`config.mk`:
```
export PLATFORM = sky130hd
export DESIGN_NAME = pcss_link_bridge
export DESIGN_NICKNAME = d
export VERILOG_FILES = /design/src/rtl/pcss_link_bridge.sv
export SDC_FILE = /design/constraint.sdc
export NUM_CORES = 1
export LEC_CHECK = 0
export BUFFER_PORTS_ARGS = -buffer_cell sky130_fd_sc_hd__buf_2
export CAP_MARGIN = 20
export CORE_MARGIN = 3
export CORE_UTILIZATION = 30
export DETAILED_ROUTE_END_ITERATION = 6
export PLACE_DENSITY = 0.53
export REMOVE_ABC_BUFFERS = 1
export SLEW_MARGIN = 20
export SYNTH_ARGS = -nofsm -noshare
export SYNTH_HDL_FRONTEND = slang
export SYNTH_SLANG_ARGS = --single-unit
```
`constraint.sdc`:
```
create_clock -name clk -period 7 [get_ports clk]
set_input_delay 2.1 -clock clk [delete_from_list [all_inputs] [get_ports clk]]
set_output_delay 2.1 -clock clk [all_outputs]
set_load 0.02 [all_outputs]
```
`src/rtl/pcss_link_bridge.sv`:
```
// pcss_link_bridge: bridges a host AXI-stream pair onto NCH parity-protected chip-link channels, plus a timestep generator
// Ports:
//   clk, rst_n                      clock; asynchronous active-low reset
//   s_axis_tdata/tvalid/tdest/tready  host send stream, tdest selects the outgoing channel
//   m_axis_tdata/tvalid/tuser/tready  host receive stream, tuser reports the source channel
//   send_data_out/valid/par          per-channel transmit beats (out); send_data_ready/err (in)
//   recv_data_in/valid/par           per-channel receive beats (in); recv_data_ready/err (out)
//   tik_en, tik_period               timestep enable and period in cycles
//   tik, tik_cnt                     one-cycle timestep pulse and wrapping timestep count
//   send_err_cnt                     saturating count of transmit beats rejected by the link
module pcss_link_bridge #(
   parameter int DATA_WIDTH     = 64,
   parameter int CHIPDATA_WIDTH = 16,
   parameter int NCH            = 4,
   parameter bit PAR_ODD        = 1'b0,
   localparam int CW            = (NCH > 1) ? $clog2(NCH) : 1
) (
   input  logic                          clk,
   input  logic                          rst_n,
   input  logic [DATA_WIDTH-1:0]         s_axis_tdata,
   input  logic                          s_axis_tvalid,
   input  logic [CW-1:0]                 s_axis_tdest,
   output logic                          s_axis_tready,
   output logic [DATA_WIDTH-1:0]         m_axis_tdata,
   output logic                          m_axis_tvalid,
   output logic [CW-1:0]                 m_axis_tuser,
   input  logic                          m_axis_tready,
   output logic [NCH*CHIPDATA_WIDTH-1:0] send_data_out,
   output logic [NCH-1:0]                send_data_valid,
   output logic [NCH-1:0]                send_data_par,
   input  logic [NCH-1:0]                send_data_ready,
   input  logic [NCH-1:0]                send_data_err,
   input  logic [NCH*CHIPDATA_WIDTH-1:0] recv_data_in,
   input  logic [NCH-1:0]                recv_data_valid,
   input  logic [NCH-1:0]                recv_data_par,
   output logic [NCH-1:0]                recv_data_ready,
   output logic [NCH-1:0]                recv_data_err,
   input  logic                          tik_en,
   input  logic [15:0]                   tik_period,
   output logic                          tik,
   output logic [7:0]                    tik_cnt,
   output logic [7:0]                    send_err_cnt
);
   localparam int CD    = CHIPDATA_WIDTH;
   localparam int RATIO = DATA_WIDTH / CHIPDATA_WIDTH;
   localparam int BW    = $clog2(RATIO);
   typedef enum logic {S_IDLE, S_SEND} send_state_t;
   typedef enum logic {R_SCAN, R_COLLECT} recv_state_t;
   send_state_t send_state_q, send_state_d;
   recv_state_t recv_state_q, recv_state_d;
   logic [DATA_WIDTH-1:0] send_word_q, send_word_d, recv_word_q, recv_word_d, m_data_q, m_data_d;
   logic [CW-1:0] send_dest_q, send_dest_d, rr_q, rr_d, recv_ch_q, recv_ch_d, m_user_q, m_user_d;
   logic [BW-1:0] send_beat_q, send_beat_d, recv_beat_q, recv_beat_d;
   logic [7:0] send_err_cnt_q, send_err_cnt_d, tik_cnt_q, tik_cnt_d;
   logic [15:0] tik_ctr_q, tik_ctr_d, tik_last;
   logic m_valid_q, m_valid_d;
   logic [CD-1:0] send_beat, recv_beat;
   logic send_rdy, send_err, recv_vld, recv_par, recv_rdy, recv_take, recv_bad, scan_hit;
   logic [CW-1:0] scan_ch, scan_idx;
   logic [DATA_WIDTH-1:0] recv_shift;
   assign m_axis_tdata  = m_data_q;
   assign m_axis_tvalid = m_valid_q;
   assign m_axis_tuser  = m_user_q;
   assign tik_cnt       = tik_cnt_q;
   assign send_err_cnt  = send_err_cnt_q;
   // Transmit: the held word is shifted left per accepted beat, so the top slice is always the current beat
   always_comb begin
      send_state_d    = send_state_q;
      send_word_d     = send_word_q;
      send_dest_d     = send_dest_q;
      send_beat_d     = send_beat_q;
      send_err_cnt_d  = send_err_cnt_q;
      send_beat       = send_word_q[DATA_WIDTH-1 -: CD];
      send_rdy        = 1'b0;
      send_err        = 1'b0;
      send_data_out   = '0;
      send_data_valid = '0;
      send_data_par   = '0;
      s_axis_tready   = 1'b0;
      for (int i = 0; i < NCH; i++) begin
         if (send_dest_q == CW'(i)) begin
            send_rdy = send_data_ready[i];
            send_err = send_data_err[i];
         end
      end
      if (send_state_q == S_IDLE) begin
         s_axis_tready = rst_n;
         // Words addressed past the last channel are consumed without leaving IDLE
         if (s_axis_tvalid && rst_n && ({1'b0, s_axis_tdest} < (CW+1)'(NCH))) begin
            send_word_d  = s_axis_tdata;
            send_dest_d  = s_axis_tdest;
            send_beat_d  = '0;
            send_state_d = S_SEND;
         end
      end else begin
         for (int i = 0; i < NCH; i++) begin
            if (send_dest_q == CW'(i)) begin
               send_data_valid[i]        = 1'b1;
               send_data_out[i*CD +: CD] = send_beat;
               send_data_par[i]          = ^send_beat ^ PAR_ODD;
            end
         end
         if (send_rdy && send_err) begin
            send_err_cnt_d = (send_err_cnt_q == 8'hFF) ? send_err_cnt_q : send_err_cnt_q + 8'd1;
         end else if (send_rdy) begin
            send_word_d  = send_word_q << CD;
            send_beat_d  = send_beat_q + BW'(1);
            send_state_d = (send_beat_q == BW'(RATIO-1)) ? S_IDLE : S_SEND;
         end
      end
   end
   // Receive: round-robin channel lock, parity-checked beat collection, single-entry output register
   always_comb begin
      recv_state_d    = recv_state_q;
      recv_word_d     = recv_word_q;
      recv_ch_d       = recv_ch_q;
      recv_beat_d     = recv_beat_q;
      rr_d            = rr_q;
      m_data_d        = m_data_q;
      m_user_d        = m_user_q;
      m_valid_d       = m_valid_q & ~m_axis_tready;
      recv_data_ready = '0;
      recv_data_err   = '0;
      recv_beat       = '0;
      recv_vld        = 1'b0;
      recv_par        = 1'b0;
      scan_hit        = 1'b0;
      scan_ch         = rr_q;
      scan_idx        = rr_q;
      for (int i = 0; i < NCH; i++) begin
         if (recv_ch_q == CW'(i)) begin
            recv_beat = recv_data_in[i*CD +: CD];
            recv_vld  = recv_data_valid[i];
            recv_par  = recv_data_par[i];
         end
      end
      // Walk offsets from the top down so the smallest offset from rr is the one left standing
      for (int k = NCH-1; k >= 0; k--) begin
         scan_idx = CW'((int'(rr_q) + k) % NCH);
         if (recv_data_valid[scan_idx]) begin
            scan_hit = 1'b1;
            scan_ch  = scan_idx;
         end
      end
      // The last beat waits until the output register can take the finished word
      recv_rdy   = ~((recv_beat_q == BW'(RATIO-1)) & m_valid_q & ~m_axis_tready);
      recv_take  = (recv_state_q == R_COLLECT) & recv_vld & recv_rdy;
      recv_bad   = (^recv_beat ^ PAR_ODD) != recv_par;
      recv_shift = (recv_word_q << CD) | DATA_WIDTH'(recv_beat);
      if (recv_state_q == R_SCAN) begin
         if (scan_hit) begin
            recv_ch_d    = scan_ch;
            rr_d         = (scan_ch == CW'(NCH-1)) ? '0 : scan_ch + CW'(1);
            recv_beat_d  = '0;
            recv_state_d = R_COLLECT;
         end
      end else begin
         for (int i = 0; i < NCH; i++) begin
            if (recv_ch_q == CW'(i)) begin
               recv_data_ready[i] = recv_rdy;
               recv_data_err[i]   = recv_take & recv_bad;
            end
         end
         if (recv_take && !recv_bad) begin
            recv_word_d = recv_shift;
            recv_beat_d = recv_beat_q + BW'(1);
            if (recv_beat_q == BW'(RATIO-1)) begin
               m_data_d     = recv_shift;
               m_user_d     = recv_ch_q;
               m_valid_d    = 1'b1;
               recv_state_d = R_SCAN;
            end
         end
      end
   end
   // Timestep: a count beyond a freshly lowered period wraps at once without a pulse
   always_comb begin
      tik_last  = tik_period - 16'd1;
      tik       = rst_n & tik_en & (tik_period != 16'd0) & (tik_ctr_q == tik_last);
      tik_ctr_d = (tik_en && tik_period != 16'd0 && tik_ctr_q < tik_last) ? tik_ctr_q + 16'd1 : 16'd0;
      tik_cnt_d = tik ? tik_cnt_q + 8'd1 : tik_cnt_q;
   end
   always_ff @(posedge clk or negedge rst_n) begin
      if (!rst_n) begin
         send_state_q   <= S_IDLE;
         send_word_q    <= '0;
         send_dest_q    <= '0;
         send_beat_q    <= '0;
         send_err_cnt_q <= '0;
         recv_state_q   <= R_SCAN;
         recv_word_q    <= '0;
         recv_ch_q      <= '0;
         recv_beat_q    <= '0;
         rr_q           <= '0;
         m_data_q       <= '0;
         m_user_q       <= '0;
         m_valid_q      <= 1'b0;
         tik_ctr_q      <= '0;
         tik_cnt_q      <= '0;
      end else begin
         send_state_q   <= send_state_d;
         send_word_q    <= send_word_d;
         send_dest_q    <= send_dest_d;
         send_beat_q    <= send_beat_d;
         send_err_cnt_q <= send_err_cnt_d;
         recv_state_q   <= recv_state_d;
         recv_word_q    <= recv_word_d;
         recv_ch_q      <= recv_ch_d;
         recv_beat_q    <= recv_beat_d;
         rr_q           <= rr_d;
         m_data_q       <= m_data_d;
         m_user_q       <= m_user_d;
         m_valid_q      <= m_valid_d;
         tik_ctr_q      <= tik_ctr_d;
         tik_cnt_q      <= tik_cnt_d;
      end
   end
endmodule

```
## Word-level counts from Yosys, hierarchy flattened

Cells that the tools add are included.

- Register bits: 223
- Input bits: 167
- Output and inout port bits: 165
- Logic and storage cells: 167

- Add/subtract/negate cells: 10
- $lt $le $gt $ge: 5
- Eq/ne operators: 15
- Mux-type cells: 87
- Bitwise operators: 15
- Reduce and logical (&&, ||, !) cells: 20

Operator list:

| operator | number |
|---|---|
| $mux W64 | 5 |
| $mux W16 | 9 |
| $or A64 B16 Y64 | 1 |
| $mux W1 | 53 |
| $reduce_xor A16 Y1 | 2 |
| $mux W2 | 12 |
| $add A16 B1 Y16 const B | 1 |
| $add A8 B1 Y8 const B | 2 |
| $eq A16 B16 Y1 | 1 |
| $lt A16 B16 Y1 | 1 |
| $mux W4 | 4 |
| $reduce_bool A16 Y1 | 1 |
| $sub A16 B1 Y16 const B | 1 |
| $eq A2 B2 Y1 const B | 7 |
| $lt A2 B3 Y1 const B | 4 |
| $and A1 B1 Y1 | 9 |
| $reduce_and A3 Y1 | 3 |
| $add A2 B1 Y2 const B | 4 |
| $bmux W1 S2 | 4 |
| $eq A8 B8 Y1 const B | 1 |
| $reduce_and A2 Y1 | 4 |
| $logic_and A1 B1 Y1 | 5 |
| $not A1 Y1 | 5 |
| $add A2 B2 Y2 const B | 2 |
| other kinds (7) | 11 |

## Longest topological paths before layout

Gate-level depths: netlist (run 1).

- Word-level depth: 11
- Depth in mapped cells: 15
- Mapped depth without buffers: 14

## Least setup slack after synthesis (run 1)

OpenSTA, ideal clock, no wires.

- Path kind: input-to-output
- Start point: input port tik_period[2]
- End point: output port tik
- Data arrival time: 4.364 ns
- Setup slack: 0.536 ns
- Stages: 10
- Cell sequence: or3_1 -> nor3_1 -> nand2b_1 -> or3_1 -> nor3b_1 -> xnor2_1 -> ha_1 -> nand4_1 -> nor3_1 -> and4_1

- Word-level cells in the longest chain between the ends: 3
- Elaborated cells on any way between the ends: 5
- Classes of those cells: add/sub (1); eq/ne (1); bitwise (2); reduce/logical (1)

RTL lines:

| element | line | RTL |
|---|---|---|
| start: declaration | 39 | `input logic [15:0] tik_period,` |
| $sub A16 B1 Y16 / $reduce_bool A16 Y1 (equally long branches) | 178, 179 |  |
| $eq A16 B16 Y1 / $and A1 B1 Y1 (equally long branches) | 179 | `tik = rst_n & tik_en & (tik_period != 16'd0) & (tik_ctr_q == tik_last);` |
| $and A1 B1 Y1 * | 179 |  |
| end: declaration | 40 | `output logic tik,` |

Every way passes the cells marked *; elsewhere a longest branch is shown, timed or not.

## Worst setup path in the final report (run 1)

Same ends and word-level chain as after synthesis.

==> results.yml, run 1 <==
outcome:
  status: "finished, final reports clean"
grt:
  grt_pass1_wl_mm: 46.55
  grt.overflow.total: 0
  grt_most_used_layer: "met2"
  grtUsageMet1_pct: 18.64
  grt_usage_pct: 14.70
  first_global_vias: 8367
  globalRouteMet3Util_pct: 3.896
  antenna_found_initial: 1
  grt_use_met2_pct: 25.61
  grt_max_degree: 71
sta:
  setup_viol: 0
  fmax_ghz: 0.1482
  fin_hold_ws_ns: 0.4756
  slew_viol_final: 0
  maxSlewHeadroom_pct: 36.74
  period_share_pct: 96.42
  worst_slew_pin_slew_ns: 0.9489
  hold_violations: 0
  clock_skew_ns: 0.01599
  rsz0062_at_grt: "false"
  tns_ns: 0
  layout_min_cycle_time_ns: 6.749
cts:
  cts_htree_levels: 1
  numCtsBuffers: 27
  clk_pin_slew_ns: 0.06
  cts.path.max_buffers: 3
  ctsRootBufferMaster: "clkbuf_16"
  cts_tree: "done"
  clock_latency_ns: 0.53
  clock-sinks: 223
  cts_hold_buffers: 0
  cts_setup_buffers: 0
logic_synthesis:
  synth_edf_count: 0
  synth-seq-cells: 223
  synth-seq-area-share_pct: 50.24
  syn_area_per_cell_sq_um: 11.50
  synth_cells: 966
  synth_area_sq_mm: 0.01111
  yosysUniqueCellTypes: 46
  ys_warn_count: 0
  synth_flop_cell: "dfrtp_1"
  synthArstFlopShare_pct: 100.0
worst_hold_path:
  hold_class: "flip-flop to flip-flop"
worst_setup_path:
  cp_data_arrival_time_ns: 4.65
  critPathTopFamily: "simple AND/OR/NAND/NOR gates"
  critical_path.max_fanout: 4
  cp-start-kind: "primary input"
  critPathSlowestCell: "or3_1"
  path_cells: "buf_2 -> or3_1 -> nor3_2 -> nand2b_1 -> or3_1 -> nor3b_2 -> xnor2_1 -> ha_1 -> nand4_1 -> nor3_1 -> and4_1 -> buf_2"
  cp_data_required_time_ns: 4.90
  slowest_delay_ns: 0.42
  endpoint_kind: "output port"
  critical_path_class: "primary input to output port"
  crit_buf_inv: 2
pwr:
  ir_drop_v: 0.0008917
  cellLeakagePower_nw: 7.073
  p_per_area_mw_per_mm2: 603.0
detailed_routing:
  drtPass1Iterations: 4
  viasPerCell: 4.661
  drt-total-wl_mm: 29.64
  drc: 0
  drt_iter0_drc: 244
  via_count: 8236
  ant_nets: 0
  route.detailed.wl_per_inst_um: 16.77
placed_design:
  place_congestion: 0.8236
  hpwl_mm: 21.80
  numPortBuffers: 331
  placedCellCount: 1720
job:
  drv_cap: 0
floorplanning:
  die_h_um: 198.4
  dieArea_sq_mm: 0.03937
  start_util_pct: 30.86
  core_sq_mm: 0.03600
  die_x_um: 198.4
  ios: 332
  num_rows: 69
layout:
  num-fill-cells: 3585
  layout.cells.non_filler: 1767
  final_net_count: 1478
  syn2layout_area_growth_pct: 27.11
  final_cell_mix: "buf_2 (330), dfrtp_1 (222), nand2_1 (135)"
  layout_commonest_cell: "buf_2"
  final_layout_size_suffix_gt1_share_pct: 34.64
==> kinds of logic (layout without fill, tap and decap cells) <==
| kind of cell | Yosys count | after routing | share of synthesized area [%] |
|---|---|---|---|
| simple gates | 307 | 307 | 13.36 |
| flops | 223 | 223 | 50.24 |
| mux | 189 | 189 | 20.64 |
| compound gates | 90 | 90 | 4.427 |
| xor+xnor | 72 | 72 | 6.004 |
| buf+inv | 62 | 401 | 2.748 |
| fa+ha+maj | 23 | 23 | 2.591 |
| other cells | 0 | 1 | 0 |
==> metal layers <==
metal  vias up  wire, um
li1       3960         -
met1      3952     12820
met2       294     14020
met3        28      2384
met4         2       393
met5         -        18
==> path summary, 6_finish.rpt <==
| path | from | endpoint | slack, ns | cells past startpoint |
|---|---|---|---|---|
| max reg2reg | recv_ch_q[0]$_DFFE_PN0P_ | recv_word_q[18]$_DFFE_PN0P_ | 2.74 | 9 |
| min reg2reg | m_axis_tdata[38]$_DFFE_PN0P_ | m_axis_tdata[38]$_DFFE_PN0P_ | 0.48 | 1 |
| max in group asynchronous | rst_n | send_state_q$_DFF_PN0_ | 3.62 | 3 |
| min | m_axis_tdata[38]$_DFFE_PN0P_ | m_axis_tdata[38]$_DFFE_PN0P_ | 0.48 | 1 |
| max | tik_period[2] | tik | 0.25 | 12 |
| min in group asynchronous | rst_n | recv_word_q[24]$_DFFE_PN0P_ | 1.42 | 1 |
==> sequential cells by signal, summed over array words and instances, names as in the netlist <==
name           cells
tik_cnt            8
send_beat_q        2
send_state_q       1
m_axis_tdata      64
recv_word_q       48
m_axis_tuser       2
send_word_q       64
recv_ch_q          2
send_err_cnt       8
send_dest_q        2
rr_q               2
tik_ctr_q         16
recv_state_q       1
recv_beat_q        2
m_axis_tvalid      1
==> power breakdown <==
group          internal (W)  switching [W]
clock network      0.000881       0.000547
logic               0.00214        0.00260
registers           0.00193       0.000420
==> synthesized netlist by cell type, types with 2 or more instances <==
cell type,instances,area (sq um)
dfrtp_1,223,5580
mux2i_1,49,490.5
nor3_1,8,40.04
ha_1,23,287.8
and4_1,2,17.52
a21o_1,4,30.03
and2_1,67,419.2
mux2_2,35,394.1
nor4_1,4,25.02
and3_1,10,62.56
buf_1,2,7.510
nor2b_1,10,62.56
inv_1,10,37.54
nor2_1,39,146.4
mux4_2,20,450.4
nand3_1,4,20.02
o21ai_0,69,345.3
nand2b_1,5,31.28
nand4_1,12,75.07
or3_1,3,18.77
a21oi_1,8,40.04
buf_6,6,67.56
xor2_1,15,131.4
clkbuf_1,32,120.1
xnor2_2,3,48.80
nor3b_1,3,22.52
buf_4,5,37.54
xnor2_1,53,464.2
nand2_1,135,506.7
buf_2,7,35.03
mux2_1,85,957.2
==> final cells by class <==
cell class	count	area, sq um	share of cell area (%)
Tap cell	461	576.8	4.085
Inverter	10	37.54	0.2658
Clock inverter	11	161.4	1.143
Multi-Input combinational cell	681	5253	37.20
Sequential cell	223	5582	39.53
Timing Repair Buffer	345	1772	12.55
Antenna cell	1	2.502	0.01772
Clock buffer	35	735.7	5.210
==> what timing repair did <==
| item | 4_1_cts | 5_1_grt |
|---|---|---|
| setup endpoints to repair | 0 | 1 |
| hold endpoints to repair | 0 | 0 |
| resized for setup | 0 | 2 |
==> stage by stage <==
stage | setup slack, ns | total power (W) | area, sq um | util [%]
final | 0.2505 | 0.008514 | 14120 | 39.22
after global routing | 0.01910 | 0.009204 | 14120 | 39.21
after CTS | 0.1144 | 0.008730 | 14110 | 39.19
after detailed placement | 0.1309 | 0.007241 | 13210 | 36.69
after global placement | 0.2117 | 0.007142 | 13210 | 36.69
after floorplan | 0.5365 | 0.005034 | 10840 | -
(Power assumes the default switching activity.)
==> run 2: changes to the inputs <==
--- a/config.mk
+++ b/config.mk
@@ -10,7 +10,7 @@
 export CORE_MARGIN = 3
 export CORE_UTILIZATION = 30
 export DETAILED_ROUTE_END_ITERATION = 6
-export PLACE_DENSITY = 0.53
+export GPL_ROUTABILITY_DRIVEN = 1
 export REMOVE_ABC_BUFFERS = 1
 export SLEW_MARGIN = 20
 export SYNTH_ARGS = -nofsm -noshare
==> results.yml, run 2 (same netlist as run 1, synthesis figures left out) <==
floorplanning:
  start_util_pct: 30.86
  num_rows: 69
  core_sq_mm: 0.03600
  ios: 332
  die_x_um: 198.4
  dieArea_sq_mm: 0.03937
  die_h_um: 198.4
sta:
  setup_viol: 0
  worst_slew_pin_slew_ns: 1.006
  clock_skew_ns: 0.01822
  hold_violations: 0
  slew_viol_final: 0
  rsz0062_at_grt: "false"
  period_share_pct: 96.12
  layout_min_cycle_time_ns: 6.728
  fmax_ghz: 0.1486
  tns_ns: 0
  maxSlewHeadroom_pct: 32.93
  fin_hold_ws_ns: 0.4661
detailed_routing:
  drtPass1Iterations: 5
  via_count: 8261
  drc: 0
  drt_iter0_drc: 212
  route.detailed.wl_per_inst_um: 16.10
  ant_nets: 0
  viasPerCell: 4.678
  drt-total-wl_mm: 28.43
layout:
  seqCellArea_sq_mm: 0.005582
  fin_util_pct: 39.04
  layout_commonest_cell: "buf_2"
  final_net_count: 1475
  layout.cells.non_filler: 1766
  num-fill-cells: 3602
  final_layout_size_suffix_gt1_share_pct: 34.36
  final_cell_mix: "buf_2 (330), dfrtp_1 (222), nand2_1 (135)"
  multi_input_area_sq_mm: 0.005258
  syn2layout_area_growth_pct: 26.52
grt:
  grt_pass1_wl_mm: 44.30
  first_global_vias: 8214
  antenna_found_initial: 1
  grt_usage_pct: 13.83
  grt_max_degree: 72
  grt.overflow.total: 0
cts:
  cts_tree: "done"
  cts_setup_buffers: 0
  ctsRootBufferMaster: "clkbuf_16"
  clk_pin_slew_ns: 0.06
  clock_latency_ns: 0.52
  cts.path.max_buffers: 3
  numCtsBuffers: 25
  cts_htree_levels: 1
  clock-sinks: 223
pwr:
  switching_share_pct: 41.86
  p_per_area_mw_per_mm2: 592.9
  p_clk_share_pct: 16.0
  ir_drop_v: 0.001658
  combPwrFrac_pct: 56.0
  p_switching_w: 0.003488
  p_int_w: 0.004845
  p_seq_share_pct: 28.1
  cellLeakagePower_nw: 7.040
job:
  drv_cap: 0
placed_design:
  placedCellCount: 1719
  hpwl_mm: 21.13
  numPortBuffers: 331
  place_congestion: 0.8180
worst_setup_path:
  critical_path_class: "primary input to output port"
  endpoint_kind: "output port"
  crit_buf_inv: 2
  critPathSlowestCell: "or3_1"
  cp_data_arrival_time_ns: 4.63
  path_cells: "buf_2 -> or3_1 -> nor3_2 -> nand2b_1 -> or3_1 -> nor3b_2 -> xnor2_1 -> ha_1 -> nand4_1 -> nor3_1 -> and4_1 -> buf_2"
  cp-start-kind: "primary input"
  critPathTopFamily: "simple AND/OR/NAND/NOR gates"
  cp_data_required_time_ns: 4.90
  slowest_delay_ns: 0.43
  reg2reg_slack_ns: 3.28
  critical_path.max_fanout: 4
outcome:
  status: "finished, final reports clean"
worst_hold_path:
  hold_class: "flip-flop to flip-flop"
[run 2: power by group through the flow]
| stage | combinational, W | clock [W] | sequential (W) |
|---|---|---|---|
| finish | 0.00466 | 0.00133 | 0.00234 |
| global route | 0.00512 | 0.00143 | 0.00242 |
| CTS | 0.00477 | 0.00139 | 0.00235 |
| detailed placement | 0.00476 | 0 | 0.00237 |
| global placement | 0.00469 | 0 | 0.00234 |
| floorplan | 0.00253 | 0 | 0.00250 |
[run 2: metrics by stage]
| stage | worst slack, ns | area (sq um) | total power, W |
|---|---|---|---|
| 2_1_floorplan | 0.5365 | 10840 | 0.005034 |
| 3_3_place_gp | 0.2297 | 13210 | 0.007031 |
| 3_5_place_dp | 0.1526 | 13210 | 0.007130 |
| 4_1_cts | 0.1450 | 14040 | 0.008513 |
| 5_1_grt | 0.03496 | 14050 | 0.008973 |
| 6_report | 0.2716 | 14050 | 0.008332 |
[run 2: metal layers]
layer	share of wire (%)	routed length [um]	GRT usage, %
met5	0	0	0
met4	1.9	549	3.462
met3	9.3	2657	4.234
met2	46	13120	23.81
met1	43	12100	17.02
[run 2: path summary, 6_finish.rpt]
kind	startpoint	endpoint	depth (start not counted)
worst max-delay path	tik_period[2]	tik	12
worst min-delay path	tik_cnt[7]$_DFFE_PN0P_	tik_cnt[7]$_DFFE_PN0P_	1
worst max register to register	recv_ch_q[1]$_DFFE_PN0P_	recv_word_q[39]$_DFFE_PN0P_	8
worst min register to register	tik_cnt[7]$_DFFE_PN0P_	tik_cnt[7]$_DFFE_PN0P_	1
max in group asynchronous	rst_n	send_state_q$_DFF_PN0_	3
min in group asynchronous	rst_n	recv_word_q[37]$_DFFE_PN0P_	1
[run 2: cell type report]
| type | instances | area share (%) |
|---|---|---|
| flip-flops and latches | 223 | 39.72 |
| inverters | 10 | 0.2671 |
| diodes | 1 | 0.01781 |
| clock buffers | 38 | 5.084 |
| multi-input cells | 681 | 37.41 |
| well taps | 461 | 4.104 |
| repair buffers | 344 | 12.55 |
| clock inverters | 8 | 0.8458 |
[run 2: repair_timing]
| item | 4_1_cts | 5_1_grt |
|---|---|---|
| gates resized for setup | 0 | 2 |
| hold buffers | 0 | 0 |
| endpoints found under the setup margin | 0 | 1 |
[run 2: worst reg2reg max path: stages, from the launching register on]
cell	delay [ns]
dfrtp_1	1.00
mux4_2	0.47
xor2_1	0.18
xnor3_1	0.46
xnor2_2	0.17
xnor2_2	0.21
nor2b_4	0.12
buf_4	0.57
mux2_1	0.41
